$ cat src/rtl/time_ctrl_pkg.sv
// Shared definitions for the time/date adjust controller.
//   - adj_state_e : controller state encoding (run/display vs adjust)
//   - SEL_*       : digit-select constants; digits 0 and 1 (milliseconds)
//                   are never offered for adjustment
//   - sel_advance : next selectable digit, wrapping from the last to the first
package time_ctrl_pkg;

    // StRun: clock runs and is displayed; StAdj: a digit is being adjusted.
    typedef enum logic [0:0] {
        StRun = 1'b0,
        StAdj = 1'b1
    } adj_state_e;

    localparam logic [3:0] SEL_FIRST = 4'd2;
    localparam logic [3:0] SEL_LAST  = 4'd15;
    localparam logic [3:0] SEL_RUN   = 4'd0;

    function automatic logic [3:0] sel_advance(input logic [3:0] sel);
        return (sel == SEL_LAST) ? SEL_FIRST : sel + 4'd1;
    endfunction

endpackage

$ cat src/rtl/time_adjust_ctrl_if.sv
// Key/display bundle between the pushbutton side and the adjust controller.
//   KEY_MODE, KEY_NEXT, KEY_UP : raw active-low pushbuttons (asynchronous)
//   adjust                     : 1 = run/display, 0 = adjust
//   select                     : digit under adjustment (0-7 time, 8-15 date)
//   inc_pulse                  : one-cycle increment strobe to the time core
// master drives the keys and observes the outputs; slave is the controller.
interface time_adjust_ctrl_if;
    logic       KEY_MODE;
    logic       KEY_NEXT;
    logic       KEY_UP;
    logic       adjust;
    logic [3:0] select;
    logic       inc_pulse;

    modport master (
        output KEY_MODE,
        output KEY_NEXT,
        output KEY_UP,
        input  adjust,
        input  select,
        input  inc_pulse
    );

    modport slave (
        input  KEY_MODE,
        input  KEY_NEXT,
        input  KEY_UP,
        output adjust,
        output select,
        output inc_pulse
    );
endinterface

$ cat src/rtl/key_debounce.sv
// Single pushbutton conditioner: 2-flop synchronizer, debouncer and
// press-event generator.
//   clk_i   : system clock
//   rst_i   : synchronous active-high reset (key treated as released)
//   key_ni  : raw active-low key, asynchronous to clk_i
//   press_o : one-cycle pulse on an accepted released->pressed transition
// A new level is accepted after DEBOUNCE_CYCLES consecutive synchronized
// samples that differ from the current accepted level.
module key_debounce #(
    parameter int unsigned DEBOUNCE_CYCLES = 1_000_000
) (
    input  logic clk_i,
    input  logic rst_i,
    input  logic key_ni,
    output logic press_o
);

    localparam int unsigned CntW = (DEBOUNCE_CYCLES > 1) ? $clog2(DEBOUNCE_CYCLES + 1) : 1;
    localparam logic [CntW-1:0] CntLast = CntW'((DEBOUNCE_CYCLES > 0) ? DEBOUNCE_CYCLES - 1 : 0);

    logic            sync1_q, sync1_d;
    logic            sync2_q, sync2_d;
    logic            level_q, level_d;
    logic [CntW-1:0] cnt_q, cnt_d;
    logic            press_q, press_d;

    always_comb begin
        sync1_d = key_ni;
        sync2_d = sync1_q;
        level_d = level_q;
        cnt_d   = cnt_q;
        press_d = 1'b0;
        if (sync2_q == level_q) begin
            // Any sample matching the accepted level breaks the run.
            cnt_d = '0;
        end else if (cnt_q >= CntLast) begin
            level_d = sync2_q;
            cnt_d   = '0;
            press_d = ~sync2_q;
        end else begin
            cnt_d = cnt_q + 1'b1;
        end
    end

    always_ff @(posedge clk_i) begin
        if (rst_i) begin
            sync1_q <= 1'b1;
            sync2_q <= 1'b1;
            level_q <= 1'b1;
            cnt_q   <= '0;
            press_q <= 1'b0;
        end else begin
            sync1_q <= sync1_d;
            sync2_q <= sync2_d;
            level_q <= level_d;
            cnt_q   <= cnt_d;
            press_q <= press_d;
        end
    end

    assign press_o = press_q;

endmodule

$ cat src/rtl/time_adjust_ctrl.sv
// Time/date adjust controller for a clock display.
//   CLOCK_50 : 50 MHz system clock
//   rst      : synchronous active-high reset
//   bus      : time_adjust_ctrl_if.slave (three raw keys in; adjust, select,
//              inc_pulse out, all registered)
// MODE toggles between run and adjust, NEXT walks the selected digit 2..15,
// UP requests one increment of the selected field. Same-cycle events resolve
// MODE > NEXT > UP.
// Optional feature: define TIME_ADJUST_TIMEOUT_EN to leave adjust mode after
// TIMEOUT_CYCLES cycles without a key press.
module time_adjust_ctrl
    import time_ctrl_pkg::*;
#(
    parameter int unsigned DEBOUNCE_CYCLES = 1_000_000,
    parameter int unsigned TIMEOUT_CYCLES  = 1_500_000_000
) (
    input logic              CLOCK_50,
    input logic              rst,
    time_adjust_ctrl_if.slave bus
);

    logic press_mode, press_next, press_up;

    key_debounce #(.DEBOUNCE_CYCLES(DEBOUNCE_CYCLES)) u_key_mode (
        .clk_i   (CLOCK_50),
        .rst_i   (rst),
        .key_ni  (bus.KEY_MODE),
        .press_o (press_mode)
    );

    key_debounce #(.DEBOUNCE_CYCLES(DEBOUNCE_CYCLES)) u_key_next (
        .clk_i   (CLOCK_50),
        .rst_i   (rst),
        .key_ni  (bus.KEY_NEXT),
        .press_o (press_next)
    );

    key_debounce #(.DEBOUNCE_CYCLES(DEBOUNCE_CYCLES)) u_key_up (
        .clk_i   (CLOCK_50),
        .rst_i   (rst),
        .key_ni  (bus.KEY_UP),
        .press_o (press_up)
    );

    adj_state_e state_q, state_d;
    logic [3:0] select_q, select_d;
    logic       adjust_q, adjust_d;
    logic       inc_q, inc_d;

`ifdef TIME_ADJUST_TIMEOUT_EN
    localparam logic [30:0] IdleLast = 31'((TIMEOUT_CYCLES > 0) ? TIMEOUT_CYCLES - 1 : 0);
    logic [30:0] idle_q, idle_d;
    logic        any_press;
    logic        idle_expired;
    assign any_press    = press_mode | press_next | press_up;
    assign idle_expired = (idle_q >= IdleLast);
`endif

    always_comb begin
        state_d  = state_q;
        select_d = select_q;
        inc_d    = 1'b0;
        unique case (state_q)
            StRun: begin
                if (press_mode) begin
                    state_d  = StAdj;
                    select_d = SEL_FIRST;
                end
            end
            StAdj: begin
                if (press_mode) begin
                    state_d  = StRun;
                    select_d = SEL_RUN;
                end else if (press_next) begin
                    select_d = sel_advance(select_q);
                end else if (press_up) begin
                    inc_d = 1'b1;
`ifdef TIME_ADJUST_TIMEOUT_EN
                end else if (idle_expired) begin
                    state_d  = StRun;
                    select_d = SEL_RUN;
`endif
                end
            end
        endcase
        adjust_d = (state_d == StRun);
`ifdef TIME_ADJUST_TIMEOUT_EN
        // Counts only while staying in adjust with no key activity; entry,
        // exit and any press restart it from zero.
        if ((state_q == StAdj) && (state_d == StAdj) && !any_press) begin
            idle_d = idle_q + 31'd1;
        end else begin
            idle_d = '0;
        end
`endif
    end

    always_ff @(posedge CLOCK_50) begin
        if (rst) begin
            state_q  <= StRun;
            select_q <= SEL_RUN;
            adjust_q <= 1'b1;
            inc_q    <= 1'b0;
`ifdef TIME_ADJUST_TIMEOUT_EN
            idle_q   <= '0;
`endif
        end else begin
            state_q  <= state_d;
            select_q <= select_d;
            adjust_q <= adjust_d;
            inc_q    <= inc_d;
`ifdef TIME_ADJUST_TIMEOUT_EN
            idle_q   <= idle_d;
`endif
        end
    end

    assign bus.adjust    = adjust_q;
    assign bus.select    = select_q;
    assign bus.inc_pulse = inc_q;

endmodule

$ cat src/flat_wrapper.sv
// flat-port wrapper written by rule: the top's interface ports become plain ports
module time_adjust_ctrl_flat import time_ctrl_pkg::*;
#(
    parameter int unsigned DEBOUNCE_CYCLES = 1_000_000,
    parameter int unsigned TIMEOUT_CYCLES  = 1_500_000_000
)
  (CLOCK_50, rst, bus_KEY_MODE, bus_KEY_NEXT, bus_KEY_UP, bus_adjust, bus_select, bus_inc_pulse);
  time_adjust_ctrl_if bus_i ();
  input logic CLOCK_50;
  input logic rst;
  input wire logic [$bits(bus_i.KEY_MODE)-1:0] bus_KEY_MODE;
  input wire logic [$bits(bus_i.KEY_NEXT)-1:0] bus_KEY_NEXT;
  input wire logic [$bits(bus_i.KEY_UP)-1:0] bus_KEY_UP;
  output wire logic [$bits(bus_i.adjust)-1:0] bus_adjust;
  output wire logic [$bits(bus_i.select)-1:0] bus_select;
  output wire logic [$bits(bus_i.inc_pulse)-1:0] bus_inc_pulse;
  assign bus_i.KEY_MODE = bus_KEY_MODE;
  assign bus_i.KEY_NEXT = bus_KEY_NEXT;
  assign bus_i.KEY_UP = bus_KEY_UP;
  assign bus_adjust = bus_i.adjust;
  assign bus_select = bus_i.select;
  assign bus_inc_pulse = bus_i.inc_pulse;
  time_adjust_ctrl #(.DEBOUNCE_CYCLES(DEBOUNCE_CYCLES), .TIMEOUT_CYCLES(TIMEOUT_CYCLES)) u_core (.CLOCK_50(CLOCK_50), .rst(rst), .bus(bus_i));
endmodule
$ cat config.mk
export PLATFORM = sky130hd
export DESIGN_NAME = time_adjust_ctrl_flat
export DESIGN_NICKNAME = d
export VERILOG_FILES = /design/src/rtl/time_ctrl_pkg.sv /design/src/rtl/time_adjust_ctrl_if.sv /design/src/rtl/key_debounce.sv /design/src/rtl/time_adjust_ctrl.sv /design/src/flat_wrapper.sv
export SDC_FILE = /design/constraint.sdc
export NUM_CORES = 1
export LEC_CHECK = 0
export CAP_MARGIN = 10
export CORE_UTILIZATION = 40
export CTS_CLUSTER_SIZE = 25
export DETAILED_ROUTE_END_ITERATION = 16
export GPL_ROUTABILITY_DRIVEN = 0
export PLACE_DENSITY = 0.57
export SYNTH_ARGS = -nofsm -noshare
export SYNTH_HDL_FRONTEND = slang
export SYNTH_HIERARCHICAL = 1
export SYNTH_SLANG_ARGS = --single-unit
$ cat constraint.sdc
create_clock -name CLOCK_50 -period 3.4 [get_ports CLOCK_50]
set_clock_uncertainty 0.15 [all_clocks]
set_input_delay 0.34 -clock CLOCK_50 [delete_from_list [all_inputs] [get_ports CLOCK_50]]
set_output_delay 0.34 -clock CLOCK_50 [all_outputs]
set_load 0.02 [all_outputs]
# Yosys cells after proc, flatten, opt, wreduce, memory -nomap -nowiden
# Index checks and enable logic that the tools add are counted.
# classes
div,0
addsub,4
n_reduce_logical,11
n_mux,9
n_mul,0
n_lt_le_gt_ge,3
shifts,0
eq_ne,6
bitwise_logic,11
# op_table
op,n
"20-bit by 1-bit adder with 20-bit output, second input constant",3
"20-bit greater-or-equal comparator, second input constant",3
3-bit OR reduction,6
4-bit 2-to-1 mux,4
1-bit inverter,11
4-bit case mux with 2 select lines,1
2-bit AND reduction,4
"4-bit by 1-bit adder with 4-bit output, second input constant",1
"4-bit equality test, second input constant",1
4-bit OR reduction,1
1-bit equality test,3
1-bit 2-to-1 mux,3
"3-bit != test, second input constant",1
"2-bit != test, second input constant",1
1-bit case mux with 2 select lines,1
# word_totals
reg_bits,79
latch_bits,0
inputBits,5
n_memories,0
mem_bits_ro,0
out_inout_bits,6
mem_bits_rw,0
wordCells,63

# Longest topological paths before layout
# Gate-level depths: netlist of the first run.
# logic_depth
depth_word,5
ltp_mapped,5
ltp_nobuf,5

# Modules after synthesis
# The synthesis of the first run kept the hierarchy.
# modules_own_cells
mod,seq_area_each_um2,area_each_um2,cells_each,instances
key_debounce,480.5,1129.8,120,3
time_adjust_ctrl,140.1,297.8,32,1

# Least setup slack after synthesis of the first run
# OpenSTA, ideal clock, no wires.
# synth_path
kind,flip-flop to flip-flop
start,register u_core.u_key_mode.cnt_q[13]
end,register u_core.u_key_mode.cnt_q[17]
required_time_ns,3.184
path_slack_ns,1.406
path_buffers,1
setup_ns,0.066
stages_incl_launch_ff,6
synth_period_minus_slack_ns,1.994
t_arrival_ns,1.778
path_cell_list,dfxtp_1 or4_4 o2111a_1 a2111o_1 buf_6 a21oi_2
# synth_via
elab_chain_cells,2
elab_cells_between_ends,3
classes_between,add/sub (1); order compare (1); reduce/logical (1)
# synth_lines
item,line_no,text
from (decl),key_debounce.sv:24,"logic [CntW-1:0] cnt_q, cnt_d;"
from (signal assigned),key_debounce.sv:56,cnt_q <= cnt_d;
20-bit greater-or-equal comparator,key_debounce.sv:36,end else if (cnt_q >= CntLast) begin
3-bit OR reduction (no source line),--,
# Several ways; a longest one is shown, not always the timed one.
# A chain may end at the register's enable or synchronous reset.

# Worst setup path after layout of the first run
# layout_path
start,register u_core.u_key_up.cnt_q[13]
end,register u_core.u_key_up.cnt_q[18]
# layout_via
elab_chain_cells,2
elab_cells_between_ends,3
classes_between,add/sub (1); order compare (1); reduce/logical (1)
# layout_lines
item,line_no
from (decl),key_debounce.sv:24
from (signal assigned),key_debounce.sv:56
20-bit greater-or-equal comparator,key_debounce.sv:36
3-bit OR reduction (no source line),--
# Several ways; a longest one is shown, not always the timed one.

==> results.py, run 1 <==
metrics = {
    "setup_path": {
        "r2r_end": "u_core/u_key_up/cnt_q[18]",
        "worst_setup_path_start_kind": "flop",
        "r2r_cells": 4,
        "cp_slowest_stage_delay_ps": 780,
        "r2r_start": "u_core/u_key_up/cnt_q[13]",
        "cp_slowest_cell": "a2111o_1",
        "worstPathArrival_ps": 2620,
        "worstSetupEndpointType": "flop",
        "worstPathCellList": "or4_4, a311o_1, a2111o_1, a21oi_2",
        "crit_buf_inv": 0,
        "cp_max_fo": 20,
        "reg2reg_slack_ps": 900,
        "critical_path_class": "reg -> reg",
        "crit_family": "compound AO/OA/AOI/OAI gates",
        "required_ps": 3520,
    },
    "routing": {
        "via_per_inst": 5.23,
        "drtIter0Drc": 114,
        "via_count": 2710,
        "routed_wl_um": 6790,
        "wire_per_inst_um": 13.1,
        "drcViolationCount": 1,
        "first_pass_iters": 10,
        "antenna_left": 0,
    },
    "power_and_ir_drop": {
        "sw_frac_of_total_pct": 19.2,
        "p_clk_share_pct": 45.6,
        "p_per_area_nw_per_um2": 432,
        "peakVddDrop_mv": 0.182,
        "power_frac_seq_pct": 52.9,
        "power_mw": 1.76,
        "p_switching_uw": 338,
        "p_leak_nw": 1.23,
        "comb_power_share_pct": 1.4,
        "p_int_mw": 1.42,
    },
    "clock_tree": {
        "clkTransAtPathRegs_ps": 80,
        "cts_tree": "done",
        "cts.sinks": 79,
        "cts_resized": 0,
        "htreeDepth": 3,
        "cts_buffers": 9,
        "cts_root_buffer": "clkbuf_8",
        "cts_setup_buffers": 0,
        "hold_buffers": 0,
        "clockBufferDepth": 2,
        "clock_latency_ps": 340,
    },
    "synth": {
        "yosys_register_bits": 79,
        "synth_edf_count": 0,
        "ys_types": 38,
        "synth.mux.area_fraction_pct": 0.814,
        "synth_area_um2": 3690,
        "syn_inst": 392,
        "synth_top_family_by_area": "simple AND/OR/NAND/NOR gates",
        "synth_simple_gate_area_share_pct": 29.7,
        "syn-num-nets": 401,
        "yosys_warnings": 6,
        "yosysSeqAreaShare_pct": 42.9,
        "synth_compound_area_share_pct": 11.5,
        "syn_area_per_cell_um2": 9.41,
        "synthAdderAreaFrac_pct": 1.36,
        "synth_xor_area_share_pct": 9.74,
        "synth_flop_cell": "dfxtp_1",
        "ys_async_sr_fraction_pct": 0,
    },
    "outcome": {
        "violations": "design-rule violations",
        "status": "finished, violations left",
    },
    "timing": {
        "tightest_slew_ps": 1030,
        "slew_headroom_pct": 31.5,
        "fin_crit_ps": 2500,
        "final_hold_viol_count": 0,
        "finalSetupTns_ps": 0,
        "setup_ws_ps": 900,
        "fmaxAchievable_mhz": 400,
        "min_period_over_period_pct": 73.5,
        "rsz0062_at_grt": "no",
        "slew_viol_final": 0,
        "finalSetupViolCount": 0,
    },
    "floorplan": {
        "io_pins": 11,
        "fp.dieW_um": 98.0,
        "dieArea_um2": 9610,
        "core_um2": 8810,
        "start_util_pct": 41.9,
        "fp.dieH_um": 98.0,
        "fp-row-count": 34,
    },
    "global_routing": {
        "grt_usage_pct": 15.6,
        "overflow": 0,
        "antenna_found_initial": 0,
        "grt_pass1_vias": 2617,
        "grt_max_degree": 21,
        "grt_pass1_wl_um": 12100,
    },
    "placed_design": {
        "io_buffer_count": 10,
        "post-place-ws_ps": 900,
        "hpwl_um": 4750,
    },
    "min_path": {
        "hp-start": "u_core/u_key_mode/sync1_q",
        "hold_end": "u_core/u_key_mode/sync2_q",
        "hold_depth": 1,
        "min_path_type": "reg -> reg",
    },
    "final_layout": {
        "nets": 415,
        "n_antenna_cell": 0,
        "final_cell_mix": "dfxtp_1, nor2_2, xnor2_1",
        "postLayoutCoreUtil_pct": 46.3,
        "drive_above_1_share_pct": 26.3,
        "layout_commonest_cell": "dfxtp_1",
        "n_fill_cell": 849,
        "areaGrowthSynthToFinish_pct": 10.5,
        "multiInputGateArea_um2": 1960,
        "register_area_um2": 1580,
    },
    "flow_run": {
        "maxCapViolCount": 0,
    },
}
-- power by group through the flow --
stage                     registers, mW  clock network [mW]  logic, mW
final                             0.931               0.804     0.0255
after global routing              0.932               0.875     0.0284
after CTS                         0.931               0.843     0.0262
after detailed placement          0.953                   0     0.0261
after global placement            0.953                   0     0.0258
after floorplan                   0.952                   0     0.0193
-- state kept, by name, indices dropped and copies added (netlist names), 4 cells and up --
register                 flops
u_core/u_key_mode/cnt_q     20
u_core/bus.select            4
u_core/u_key_up/cnt_q       20
u_core/u_key_next/cnt_q     20
-- cell usage after synthesis (all sizes together), types with 4 or more instances --
cell | instances | area, µm²
nor4 | 12 | 75.1
ha | 4 | 50.1
o21ai | 7 | 35.0
or3 | 16 | 111
nand2 | 25 | 93.8
a21oi | 22 | 166
or2 | 13 | 81.3
nor3 | 7 | 35.0
xnor2 | 27 | 236
o31ai | 6 | 45.0
a311o | 4 | 40.0
and3 | 12 | 82.6
buf | 7 | 75.1
nor2 | 58 | 330
inv | 19 | 71.3
nand4 | 18 | 113
dfxtp | 79 | 1580
xor2 | 14 | 123
or4 | 9 | 82.6
nand3 | 11 | 60.1
-- layout make-up --
class	instances	share of cell area, %
Clock inverter	4	2.33
Clock buffer	11	3.22
Sequential cell	79	38.8
Tap cell	108	3.32
Inverter	19	1.75
Multi-Input combinational cell	287	48.1
Timing Repair Buffer	10	2.46
-- metal layers --
layer  routed length [µm]  global-route usage [%]  part of all wire, %
met1                 3500                    20.5                   52
met2                 3010                    24.8                   44
met3                  175                    4.08                  2.6
met4                   95                    5.24                  1.4
met5                    0                       0                    0
-- how the worst max path moves through the flow --
stage,startpoint,end,cells past startpoint
finish,u_core/u_key_up/cnt_q[13],u_core/u_key_up/cnt_q[18],4
global route,u_core/u_key_up/cnt_q[13],u_core/u_key_up/cnt_q[16],4
CTS,u_core/u_key_up/cnt_q[13],u_core/u_key_up/cnt_q[17],4
detailed placement,rst,u_core/u_key_mode/cnt_q[10],3
global placement,rst,u_core/u_key_next/cnt_q[11],3
floorplan,u_core/u_key_mode/cnt_q[13],u_core/u_key_mode/cnt_q[17],5
-- metrics by stage --
stage / hold WS [ps] / instance area [µm²] / instances
final: 263 / 4070 / 518
after global routing: 280 / 4070 / 518
after CTS: 266 / 4070 / 518
after detailed placement: 247 / 3850 / 503
after global placement: 241 / 3850 / 503
after floorplan: 239 / 3690 / 392
-- kinds of logic after synthesis --
kind of cell    after synthesis
simple gates                186
flops                        79
compound gates               53
xor+xnor                     41
buf+inv                      26
fa+ha+maj                     4
mux                           3
-- worst register-to-register path, stage by stage, from the launching register on --
cell	delay, ps
dfxtp_1	350
or4_4	570
a311o_1	340
a2111o_1	780
a21oi_2	240
(Power assumes the default switching activity.)
==> run 2: changes to the inputs <==
--- a/config.mk
+++ b/config.mk
@@ -10,7 +10,7 @@
 export CTS_CLUSTER_SIZE = 25
 export DETAILED_ROUTE_END_ITERATION = 16
 export GPL_ROUTABILITY_DRIVEN = 0
-export PLACE_DENSITY = 0.57
+export PLACE_DENSITY = 0.59
 export SYNTH_ARGS = -nofsm -noshare
 export SYNTH_HDL_FRONTEND = slang
 export SYNTH_HIERARCHICAL = 1
==> constraint.sdc (replaced) <==
create_clock -name CLOCK_50 -period 2.1 [get_ports CLOCK_50]
set_clock_uncertainty 0.15 [all_clocks]
set_input_delay 0.21 -clock CLOCK_50 [delete_from_list [all_inputs] [get_ports CLOCK_50]]
set_output_delay 0.21 -clock CLOCK_50 [all_outputs]
set_load 0.02 [all_outputs]
==> run 2 against run 1 <==
Effect of this change:
- the run ends with design-rule violations, negative setup slack left
- fmax up 18%
- die area stayed put
- sequential share of layout area down 3.5 points
- global-route usage grew 0.69 points
- highest routed layer unchanged
- sequential power increased by 62%
- non-clock buffer count rose by 45
- final cell count rose by 8.9%
- first-iteration DRC count is 46% lower
- clock power rose by 73%
- wire length up 4.3%
- critical endpoint is now u_core/u_key_mode/cnt_q[15]
- worst hold slack barely moved
- critical path depth rose by 1
==> results.py, run 2 (synthesized netlist as in run 1, its figures left out) <==
metrics = {
    "setup_path": {
        "cp_slowest_cell": "or4_4",
        "crit_family": "compound AO/OA/AOI/OAI gates",
        "reg2reg_slack_ps": -20,
        "worstPathArrival_ps": 2250,
        "r2r_cells": 5,
        "worst_setup_path_start_kind": "flop",
        "worstPathCellList": "or4_4, a311o_1, a2111o_1, buf_6, a21oi_2",
        "required_ps": 2230,
        "critical_path_class": "reg -> reg",
        "cp_slowest_stage_delay_ps": 540,
        "worstSetupEndpointType": "flop",
        "crit_buf_inv": 1,
        "r2r_end": "u_core/u_key_mode/cnt_q[15]",
        "cp_max_fo": 11,
        "r2r_start": "u_core/u_key_mode/cnt_q[13]",
    },
    "floorplan": {
        "fp-row-count": 34,
        "dieArea_um2": 9610,
        "fp.dieW_um": 98.0,
        "start_util_pct": 41.9,
        "fp.dieH_um": 98.0,
        "io_pins": 11,
        "core_um2": 8810,
    },
    "routing": {
        "drtIter0Drc": 61,
        "routed_wl_um": 7080,
        "first_pass_iters": 10,
        "wire_per_inst_um": 12.5,
        "antenna_left": 0,
        "via_per_inst": 5.06,
        "drcViolationCount": 1,
        "via_count": 2854,
    },
    "clock_tree": {
        "cts.sinks": 79,
        "clock_latency_ps": 340,
        "htreeDepth": 3,
        "cts_root_buffer": "clkbuf_8",
        "cts_tree": "done",
        "clockBufferDepth": 2,
        "clkTransAtPathRegs_ps": 80,
        "hold_buffers": 0,
        "cts_buffers": 9,
    },
    "placed_design": {
        "io_buffer_count": 10,
        "place_area_um2": 4190,
        "hpwl_um": 5340,
        "post-place-ws_ps": 20.6,
        "placedCellCount": 548,
    },
    "final_layout": {
        "areaGrowthSynthToFinish_pct": 21.5,
        "final_cell_mix": "dfxtp_1, nor2_2, buf_4",
        "reg.largest.list": "u_core/u_key_mode/cnt_q: 20 flops, u_core/u_key_next/cnt_q: 20 flops, u_core/u_key_up/cnt_q: 20 flops",
        "fin_area_um2": 4480,
        "n_antenna_cell": 0,
        "n_fill_cell": 834,
        "final_cells": 564,
        "nets": 460,
        "layout_commonest_cell": "dfxtp_1",
        "drive_above_1_share_pct": 34.6,
    },
    "min_path": {
        "hold_depth": 1,
        "hp-start": "u_core/u_key_up/sync1_q",
        "hold_end": "u_core/u_key_up/sync2_q",
        "min_path_type": "reg -> reg",
    },
    "timing": {
        "fin_crit_ps": 2120,
        "final_hold_viol_count": 0,
        "finalSetupViolCount": 12,
        "slew_viol_final": 0,
        "setup_ws_ps": -22.1,
        "min_period_over_period_pct": 101,
        "rsz0062_at_grt": "yes",
        "slew_headroom_pct": 64.2,
        "fmaxAchievable_mhz": 471,
        "tightest_slew_ps": 532,
    },
    "global_routing": {
        "grtUsageMet1_pct": 20.8,
        "grt_usage_pct": 16.3,
        "grt_max_degree": 14,
        "antenna_found_initial": 0,
        "grt_pass1_vias": 2889,
        "gr-usage-met2_pct": 26.3,
        "overflow": 0,
        "grt_pass1_wl_um": 12600,
        "busiest_layer": "met2",
        "grtUsageMet3_pct": 4.80,
    },
    "outcome": {
        "violations": "design-rule violations, negative setup slack",
        "status": "finished, violations left",
    },
    "flow_run": {
        "maxCapViolCount": 0,
    },
    "power_and_ir_drop": {
        "p_leak_nw": 1.48,
        "peakVddDrop_mv": 0.393,
        "p_per_area_nw_per_um2": 659,
        "power_mw": 2.95,
    },
}
-- run 2: metrics by stage --
step	util [%]	TNS, ps	hold WS (ps)
after floorplan	-	0	157
after global placement	47.5	0	243
after detailed placement	47.5	0	245
after CTS	50.4	-15.9	249
after global routing	50.9	-1510	267
final	50.9	-131	263
-- run 2: cell type report --
| class | instances | area (µm²) | area share [%] |
|---|---|---|---|
| Clock buffer | 11 | 151 | 3.38 |
| Clock inverter | 5 | 104 | 2.32 |
| Inverter | 19 | 71.3 | 1.59 |
| Multi-Input combinational cell | 287 | 1970 | 44.1 |
| Sequential cell | 79 | 1580 | 35.4 |
| Tap cell | 108 | 135 | 3.02 |
| Timing Repair Buffer | 55 | 460 | 10.3 |
-- run 2: worst max path at each step --
stage                                start                     endpoint  cells after the start
2_1_floorplan  u_core/u_key_mode/cnt_q[13]  u_core/u_key_mode/cnt_q[18]                      5
3_3_place_gp   u_core/u_key_next/cnt_q[13]   u_core/u_key_next/cnt_q[6]                      5
3_5_place_dp   u_core/u_key_mode/cnt_q[13]  u_core/u_key_mode/cnt_q[15]                      5
4_1_cts        u_core/u_key_mode/cnt_q[13]  u_core/u_key_mode/cnt_q[15]                      5
5_1_grt        u_core/u_key_mode/cnt_q[13]  u_core/u_key_mode/cnt_q[15]                      5
6_report       u_core/u_key_mode/cnt_q[13]  u_core/u_key_mode/cnt_q[15]                      5
-- run 2: repair_timing --
item,in CTS,in global routing
endpoints found under the setup margin,2,44
setup buffers,0,0
pin swaps,0,0
resized for setup,0,11
-- run 2: layer usage --
metal	wire length (µm)	up-vias	part of all wire, %
li1	-	1510	-
met1	3590	1311	51
met2	3210	25	45
met3	183	8	2.6
met4	85	0	1.2
met5	0	-	0
-- run 2: where the power goes --
part           internal [mW]  leakage [nW]  switching (mW)
Combinational         0.0243         0.709          0.0273
Clock                  0.855         0.130           0.538
Sequential              1.50         0.639         0.00389
